File: config.mk
export PLATFORM = sky130hd
export DESIGN_NAME = fetch_stage
export DESIGN_NICKNAME = d
export VERILOG_FILES = /design/src/rtl/fetch_stage.sv
export SDC_FILE = /design/constraint.sdc
export NUM_CORES = 1
export LEC_CHECK = 0
export ABC_CLOCK_PERIOD_IN_PS = 3300
export BUFFER_PORTS_ARGS = -buffer_cell sky130_fd_sc_hd__buf_2
export CAP_MARGIN = 20
export CORE_MARGIN = 2
export CORE_UTILIZATION = 45
export DETAILED_ROUTE_END_ITERATION = 10
export HOLD_SLACK_MARGIN = 0.1
export MAX_ROUTING_LAYER = met4
export PLACE_DENSITY = 0.7
export SLEW_MARGIN = 0
export SYNTH_ARGS = -nofsm -noshare
export SYNTH_HDL_FRONTEND = slang
export SYNTH_SLANG_ARGS = --single-unit
File: constraint.sdc
create_clock -name clock -period 3.3 [get_ports clock]
set_clock_uncertainty 0.2 [all_clocks]
set_input_delay 0.66 -clock clock [delete_from_list [all_inputs] [get_ports clock]]
set_output_delay 0.66 -clock clock [all_outputs]
set_load 0.01 [all_outputs]
File: src/rtl/fetch_stage.sv
// Instruction-fetch stage: owns the PC, drives the instruction-memory request and
// holds the IF/ID register that feeds the hazard unit, with branch redirect handling.
module fetch_stage #(
   parameter logic [31:0] RESET_PC  = 32'h0000_0000,
   parameter logic [31:0] NOP_INSTR = 32'h0000_0000,
   parameter int          CNT_WIDTH = 16
) (
   input  logic                 clock,
   input  logic                 reset_n,
   input  logic                 enable,
   input  logic                 PCWrite,
   input  logic                 IFIDWrite,
   input  logic                 imem_en,
   input  logic                 imem_wait,
   input  logic [31:0]          imem_rdata,
   input  logic                 branch_taken,
   input  logic [31:0]          branch_target,
   output logic [31:0]          imem_addr,
   output logic                 imem_req,
   output logic [31:0]          ifid_instr,
   output logic [31:0]          ifid_pc4,
   output logic                 ifid_valid,
   output logic [CNT_WIDTH-1:0] fetch_count,
   output logic [CNT_WIDTH-1:0] stall_count
);

   typedef enum logic {RUN, REDIRECT_PENDING} state_t;

   typedef struct packed {
      logic [31:0] instr;
      logic [31:0] pc4;
      logic        valid;
   } ifid_t;

   localparam logic [CNT_WIDTH-1:0] CNT_ONE = {{(CNT_WIDTH-1){1'b0}}, 1'b1};

   state_t               state_q, state_d;
   logic [31:0]          pc_q, pc_d;
   logic [31:0]          tgt_q, tgt_d;
   ifid_t                ifid_q, ifid_d;
   logic [CNT_WIDTH-1:0] fcnt_q, scnt_q;
   logic                 fetch_inc, stall_inc;
   logic [31:0]          pc_plus4;

   assign pc_plus4    = pc_q + 32'd4;
   assign imem_addr   = pc_q;
   assign imem_req    = imem_en & enable & (state_q == RUN);
   assign ifid_instr  = ifid_q.instr;
   assign ifid_pc4    = ifid_q.pc4;
   assign ifid_valid  = ifid_q.valid;
   assign fetch_count = fcnt_q;
   assign stall_count = scnt_q;

   always_comb begin
      state_d   = state_q;
      pc_d      = pc_q;
      tgt_d     = tgt_q;
      ifid_d    = ifid_q;
      fetch_inc = 1'b0;
      stall_inc = enable & ~PCWrite;
      if (enable) begin
         unique case (state_q)
            RUN: begin
               if (branch_taken) begin
                  // squash keeps the held pc4; only instr/valid are meaningful once invalid
                  ifid_d.instr = NOP_INSTR;
                  ifid_d.valid = 1'b0;
                  if (imem_wait) begin
                     tgt_d   = branch_target;
                     state_d = REDIRECT_PENDING;
                  end else begin
                     pc_d = branch_target;
                  end
               end else begin
                  if (PCWrite) pc_d = pc_plus4;
                  if (IFIDWrite && !imem_wait) begin
                     ifid_d    = '{instr: imem_rdata, pc4: pc_plus4, valid: 1'b1};
                     fetch_inc = 1'b1;
                  end
               end
            end
            REDIRECT_PENDING: begin
               if (!imem_wait) begin
                  pc_d    = tgt_q;
                  state_d = RUN;
               end
            end
            default: state_d = RUN;
         endcase
      end
   end

   always_ff @(posedge clock) begin
      if (!reset_n) begin
         state_q <= RUN;
         pc_q    <= RESET_PC;
         tgt_q   <= 32'h0;
         ifid_q  <= '{instr: NOP_INSTR, pc4: 32'h0, valid: 1'b0};
         fcnt_q  <= '0;
         scnt_q  <= '0;
      end else begin
         state_q <= state_d;
         pc_q    <= pc_d;
         tgt_q   <= tgt_d;
         ifid_q  <= ifid_d;
         if (fetch_inc && fcnt_q != '1) fcnt_q <= fcnt_q + CNT_ONE;
         if (stall_inc && scnt_q != '1) scnt_q <= scnt_q + CNT_ONE;
      end
   end

endmodule

# Yosys cells after proc, flatten, opt, wreduce, memory -nomap -nowiden

Index checks and enable logic that the tools add are counted.

Input bits: 72
Logic and storage cells: 46
Bits in registers: 162

Muxes and demuxes: 15
Equal/unequal tests: 5
Reductions and logical operators: 9
Bitwise logic cells: 6
$add $sub $neg: 3

Operators by type and width:

| operator                                                         | count |
|---|---|
| 32-bit two-way mux                                               | 5 |
| 65-bit two-way mux                                               | 1 |
| 32-bit case mux with 2 select lines                              | 1 |
| 16-bit by 1-bit adder with 16-bit output (second input constant) | 2 |
| 32-bit by 3-bit adder with 32-bit output (second input constant) | 1 |
| 16-bit != test (second input constant)                           | 2 |
| 4-bit AND reduction                                              | 3 |
| 1-bit two-way mux                                                | 7 |
| 3-bit != test (second input constant)                            | 2 |
| 1-bit bitwise AND                                                | 3 |
| 1-bit logical AND                                                | 3 |
| 1-bit inverter                                                   | 3 |
| 3-bit AND reduction                                              | 1 |
| 2-bit != test (second input constant)                            | 1 |
| 1-bit case mux with 2 select lines                               | 1 |
| 2-bit nonzero test                                               | 1 |
| 1-bit logical NOT                                                | 1 |

# Logic depth before layout (Yosys ltp)

Gate-level depths: netlist (run 1).

Depth in word-level cells: 7
Depth in mapped cells: 8
Mapped depth without buffers: 6

# Worst setup path after synthesis (run 1)

OpenSTA, ideal clock, no wires.

Path kind: register to register
Start point: register pc_q[2], in the netlist imem_addr[2]
End point: register pc_q[30], in the netlist imem_addr[30]
Cell stages (with the launch flop): 7
Library setup time: 0.120 ns
Data arrival time: 2.274 ns
Slack: 0.706 ns
Data required time: 2.980 ns
Path buffers: 0
Cell sequence: dfxtp_1 -> ha_1 -> nand4_1 -> or4_4 -> or4_4 -> and3_1 -> o31a_1

Word-level cells in the longest chain between the ends: 4

Ends and longest elaborated chain:

| element                                  | RTL line | source |
|---|---|---|
| from (decl)                              | 38       | `logic [31:0] pc_q, pc_d;` |
| from (signal assigned)                   | 103      | `pc_q <= pc_d;` |
| 32-bit by 3-bit adder with 32-bit output | 45       | `assign pc_plus4 = pc_q + 32'd4;` |
| 32-bit two-way mux                       | 75       | `if (PCWrite) pc_d = pc_plus4;` |
| 32-bit two-way mux                       | 64       | `if (branch_taken) begin` |
| 32-bit case mux with 2 select lines      | 62       | `unique case (state_q)` |

Every way passes these cells. The select of a mux whose other input is x is not followed.
A chain may end at the register's enable or synchronous reset.

# Final worst setup path (run 1)

Ends and elaborated chain as after synthesis.

==> results of run 1 <==
-- final cells by class --
type	instances	area, sq um
fillers	1538	7120
inverters	14	53.8
well taps	220	275
flip-flops and latches	162	3240
multi-input cells	692	3910
diodes	1	2.50
repair buffers	226	1190
clock inverters	15	184
clock buffers	17	425
-- cell usage in the layout (no fill, tap or decap), types with 21 or more instances in the layout --
cell,n
a21oi_1,98
o21ai_0,54
buf_2,201
and3_1,21
nand3_1,36
xnor2_1,27
nand2_1,142
nor2_1,90
a22oi_1,33
dfxtp_1,161
buf_4,25
-- final timing paths --
kind              cells after the start       endpoint         start  slack (ns)
hold / removal                        2    ifid_pc4[1]   ifid_pc4[1]        0.26
setup / recovery                      6  imem_addr[30]  imem_addr[2]        0.54
setup reg to reg                      6  imem_addr[30]  imem_addr[2]        0.54
hold reg to reg                       2    ifid_pc4[1]   ifid_pc4[1]        0.26
-- flip-flops by register name (all words and copies together), names as in the netlist --
| name | cells |
|---|---|
| ifid_pc4 | 32 |
| imem_addr | 32 |
| state_q | 1 |
| stall_count | 16 |
| tgt_q | 32 |
| fetch_count | 16 |
| ifid_valid | 1 |
| ifid_instr | 32 |
-- power groups by stage --
| stage | sequential (uW) | clock (uW) | combinational [uW] |
|---|---|---|---|
| 2_1_floorplan | 2110 | 0 | 246 |
| 3_3_place_gp | 2110 | 0 | 430 |
| 3_5_place_dp | 2110 | 0 | 433 |
| 4_1_cts | 2070 | 2020 | 434 |
| 5_1_grt | 2080 | 2100 | 479 |
| 6_report | 2070 | 1990 | 438 |
-- critical path, delay by kind of cell, from the launching register on --
family          cells  cell delay, ns
simple gates        4            1.44
flops               1            0.44
fa+ha+maj           1            0.30
compound gates      1            0.28
-- through the flow --
stage	cells	worst slack (ns)	cell area [sq um]	hold WS, ns
floorplan	941	0.706	7480	0.231
global placement	1314	0.563	8670	0.238
detailed placement	1314	0.498	8670	0.246
CTS	1346	0.569	9280	0.256
global route	1347	0.438	9290	0.262
finish	1347	0.537	9290	0.257
-- cells by family after synthesis --
| logic type | count (synthesis) | synth area share, % |
|---|---|---|
| mux | 13 | 1.76 |
| buf+inv | 87 | 4.53 |
| simple gates | 380 | 23.9 |
| flops | 162 | 43.3 |
| xor+xnor | 45 | 5.27 |
| fa+ha+maj | 3 | 0.502 |
| compound gates | 251 | 20.8 |
-- per-layer routing --
metal	wire (um)	share of wire [%]	GRT usage, %
met1	10300	45	35.8
met2	10300	46	38.9
met3	1550	6.8	4.33
met4	526	2.3	9.74
met5	0	0	-
==> results.py, run 1 <==
metrics = {
    "final_layout": {
        "drive_above_1_share_pct": 24.0,
        "areaGrowthSynthToFinish_pct": 24.1,
        "final_util_pct": 56.6,
        "final_nets": 1188,
    },
    "critical_path": {
        "crit_type": "register to register",
        "crit_required_ns": 3.42,
        "crit_slowest_cell": "or4_4",
        "critPathArrivalTime_ns": 2.89,
        "worstSetupStartpointType": "register",
        "path_cells": "ha_1 -> nand4_1 -> or4_4 -> or4_4 -> and3_1 -> o31a_1",
        "critPathCaptureType": "register",
        "worst_path_most_repeated_cell": "or4_4",
        "cpPeakStageDelay_ns": 0.56,
        "crit_path_max_fanout": 7,
    },
    "clock_network": {
        "hold_buffers": 0,
        "cts_buffers": 17,
        "root_buffer": "clkbuf_16",
        "cts_setup_buffers": 0,
        "cts_tree": "built",
        "cts.htree.levels": 4,
        "cts_sinks": 162,
        "post_cts_resized": 0,
        "cts_buffer_depth": 2,
        "clk_pin_slew_worst_paths_ns": 0.08,
        "worstSkewPairLatency_ns": 0.43,
    },
    "sta": {
        "max_slew_margin_pct": 56.7,
        "worst_pin_slew_ns": 0.644,
        "rsz0062_at_grt": "false",
        "tns_ns": 0,
        "drv_slew": 0,
        "finalCriticalPeriod_ns": 2.76,
        "max_freq_mhz": 362,
        "hold_viol_final": 0,
        "finalSetupViolCount": 0,
        "min_period_over_period_pct": 83.7,
    },
    "global_routing": {
        "grt.total_usage_pct": 26.2,
        "grt_pass1_wl_um": 36200,
        "overflow": 0,
        "grt_max_degree": 65,
        "antenna_found_initial": 1,
        "grt_pass1_vias": 6842,
    },
    "logic_synthesis": {
        "synthArstFlopShare_pct": 0,
        "ys_warn_count": 0,
        "synth_seq_cells": 162,
        "synthTopCellsByCount": "dfxtp_1 (162), nand2_1 (142), a21oi_1 (98)",
        "synth_cell_types": 60,
        "synth_edf_count": 0,
        "yosysMostFrequentCell": "dfxtp_1",
        "netlist_area_sq_um": 7480,
        "synth_top_cell_area_share_pct": 43.3,
        "synthesis.nets": 1016,
        "syn_area_per_cell_sq_um": 7.95,
        "netlist_instances": 941,
        "yosysTopAreaCell": "dfxtp_1",
        "synthTopCellsByArea": "dfxtp_1 (43%), nand2_1 (7.1%), a21oi_1 (6.6%)",
        "yosysSeqAreaShare_pct": 43.3,
        "synth_ff_type": "dfxtp_1",
    },
    "power_and_ir_drop": {
        "switching_power_uw": 1290,
        "internal-power_uw": 3200,
        "powerDensity_nw_per_um2": 484,
        "power.leakage_uw": 0.00385,
        "clkPwrFrac_pct": 44.2,
        "p_seq_share_pct": 46.1,
        "total_power_uw": 4500,
        "switching_share_pct": 28.8,
        "combPwrFrac_pct": 9.7,
        "ir_drop_v": 0.000369,
    },
    "hold_path": {
        "worst_hold_path_type": "register to register",
    },
    "place": {
        "hpwl_um": 15800,
        "globalplace.congestion": 0.920,
        "numPortBuffers": 201,
    },
    "detailed_routing": {
        "drt_iter0_drc": 750,
        "num_vias": 7563,
        "first_pass_iters": 5,
        "drcViolationCount": 0,
        "detail-route-antenna-nets": 0,
        "vias_per_cell": 5.61,
        "wire_per_inst_um": 16.9,
        "drt_wl_total_um": 22700,
    },
    "floorplan": {
        "initial_utilization_pct": 45.6,
        "die_h_um": 133,
        "pin_count": 202,
        "dieArea_sq_um": 17700,
        "die_w_um": 133,
        "core.rowCount": 47,
        "core-area_sq_um": 16400,
    },
    "status": {
        "status": "complete, no violations",
    },
    "flow_run": {
        "drv_cap": 0,
    },
}
Power figures use the tool's default switching activity.
==> run 2, diff against run 1 <==
- ABC_AREA: default -> 1
- ABC_CLOCK_PERIOD_IN_PS: 3300 -> 2400
- PLACE_DENSITY: 0.7 -> 0.72
- clock period: 3.3 -> 2.4 ns (I/O delays scaled with it)
==> results.py, run 2 <==
metrics = {
    "detailed_routing": {
        "num_vias": 7890,
        "detail-route-antenna-nets": 0,
        "wire_per_inst_um": 14.4,
        "drt_iter0_drc": 455,
        "first_pass_iters": 4,
        "vias_per_cell": 5.04,
        "drcViolationCount": 0,
        "drt_wl_total_um": 22600,
    },
    "final_layout": {
        "final_nets": 1406,
        "n_antenna_cell": 0,
        "drive_above_1_share_pct": 20.8,
        "final_area_sq_um": 9750,
        "final_common_cell": "nand2_1",
        "final_cells": 1564,
        "areaGrowthSynthToFinish_pct": 26.4,
        "final_util_pct": 58.6,
        "layout_common_cells": "nand2_1 (281), buf_2 (201), nor2_1 (196), dfxtp_1 (162), a21oi_1 (109)",
    },
    "logic_synthesis": {
        "synth_seq_cells": 162,
        "yosysMostFrequentCell": "nand2_1",
        "synth_top_cell_area_share_pct": 42.1,
        "syn_area_per_cell_sq_um": 6.81,
        "ys_warn_count": 0,
        "synthTopCellsByArea": "dfxtp_1 (42%), nand2_1 (14%), nor2_1 (9.5%)",
        "synthTopCellsByCount": "nand2_1 (281), nor2_1 (196), dfxtp_1 (162)",
        "yosysTopAreaCell": "dfxtp_1",
        "synth_ff_type": "dfxtp_1",
        "synthesis.nets": 1207,
        "yosysSeqAreaShare_pct": 42.1,
        "netlist_area_sq_um": 7710,
        "synth_cell_types": 36,
        "synth_edf_count": 0,
        "netlist_instances": 1132,
        "synthArstFlopShare_pct": 0,
    },
    "status": {
        "status": "complete, no violations",
    },
    "sta": {
        "drv_slew": 0,
        "min_period_over_period_pct": 84.7,
        "finalSetupViolCount": 0,
        "worst_pin_slew_ns": 0.514,
        "rsz0062_at_grt": "false",
        "max_slew_margin_pct": 65.7,
        "tns_ns": 0,
        "hold_viol_final": 0,
        "finalCriticalPeriod_ns": 2.03,
        "max_freq_mhz": 492,
    },
    "global_routing": {
        "grt_pass1_vias": 7297,
        "antenna_found_initial": 0,
        "grt_max_degree": 74,
        "grt_pass1_wl_um": 36300,
        "overflow": 0,
        "grt.total_usage_pct": 25.4,
    },
    "place": {
        "dpl.cell_count": 1515,
        "globalplace.congestion": 0.943,
        "numPortBuffers": 201,
        "hpwl_um": 16100,
        "dpl_cell_area_sq_um": 8930,
    },
    "floorplan": {
        "dieArea_sq_um": 18200,
        "die_h_um": 135,
        "core.rowCount": 47,
        "die_w_um": 135,
        "core-area_sq_um": 16600,
        "pin_count": 202,
        "initial_utilization_pct": 46.3,
    },
    "clock_network": {
        "root_buffer": "clkbuf_16",
        "cts_buffers": 17,
        "cts.htree.levels": 4,
        "cts_buffer_depth": 2,
        "worstSkewPairLatency_ns": 0.43,
        "clk_pin_slew_worst_paths_ns": 0.07,
        "cts_sinks": 162,
        "cts_tree": "built",
    },
    "critical_path": {
        "worstSetupStartpointType": "register",
        "crit_type": "register to register",
        "critPathCaptureType": "register",
        "crit_path_max_fanout": 18,
        "crit_required_ns": 2.49,
        "critPathArrivalTime_ns": 2.13,
    },
    "power_and_ir_drop": {
        "ir_drop_v": 0.000460,
        "power.leakage_uw": 0.00440,
        "powerDensity_nw_per_um2": 680,
    },
    "hold_path": {
        "worst_hold_path_type": "input pin to register",
    },
    "flow_run": {
        "drv_cap": 0,
    },
}
-- run 2: cell types whose count changed in the layout (fill, tap and decap cells not counted), sizes merged, moves of 18 or more --
cell,previous run,this run
nand2,142,286
and3,21,1
inv,20,86
nor2,90,206
a22o,1,21
o21ai,55,102
xnor2,27,9
a22oi,33,0
-- run 2: repair_timing --
| action | 4_1_cts | 5_1_grt |
|---|---|---|
| setup buffers | 0 | 0 |
| hold buffers | 17 | 0 |
| endpoints found under the hold margin | 17 | 0 |
| gates resized for setup | 0 | 0 |
-- run 2: layout make-up --
class | instances | area, sq um
Timing Repair Buffer | 236 | 1370
Inverter | 82 | 308
Clock buffer | 17 | 425
Fill cell | 1568 | 6890
Multi-Input combinational cell | 832 | 3900
Tap cell | 220 | 275
Sequential cell | 162 | 3240
Clock inverter | 15 | 230
-- run 2: where the power goes --
part	switching [uW]	internal (uW)	total [uW]
combinational	428	275	703
clock	1170	1860	3040
sequential	103	2790	2890
total	1700	4930	6630
-- run 2: cells by family (layout without fill, tap and decap cells) --
logic type	Yosys count	after routing	share of synthesized area (%)
xor+xnor	36	36	4.09
simple gates	552	552	28.9
fa+ha+maj	3	3	0.487
compound gates	241	241	17.0
buf+inv	138	350	7.48
flops	162	162	42.1
-- run 2: per-layer routing --
| metal | global-route usage, % | up-vias | share of wire [%] |
|---|---|---|---|
| met1 | 33.3 | 3568 | 45 |
| met5 | - | - | 0 |
| li1 | - | 4038 | - |
| met3 | 4.95 | 37 | 6.3 |
| met2 | 39.0 | 247 | 46 |
| met4 | 9.01 | 0 | 2.6 |
-- run 2: metrics by stage --
| step | hold WS, ns | total power (uW) | setup slack [ns] |
|---|---|---|---|
| after global placement | 0.232 | 3620 | 0.374 |
| after CTS | 0.100 | 6670 | 0.359 |
| after detailed placement | 0.238 | 3630 | 0.336 |
| final | 0.110 | 6630 | 0.367 |
| after global routing | 0.105 | 6870 | 0.169 |
| after floorplan | 0.224 | 3340 | 0.498 |
-- run 2: final timing paths --
path,startpoint,cells past startpoint,slack (ns),end
max,fetch_count[0],8,0.37,fetch_count[15]
min,imem_rdata[16],3,0.11,ifid_instr[16]
max reg2reg,fetch_count[0],8,0.37,fetch_count[15]
min reg2reg,tgt_q[9],2,0.25,tgt_q[9]
-- run 2: worst max-delay path, stage by stage (launching register included) --
cell	delay [ns]
dfxtp_1	0.43
ha_1	0.21
nand3_1	0.17
nor3_2	0.22
nand3_1	0.16
nand2_4	0.21
inv_2	0.16
nand2_1	0.10
a21oi_1	0.06
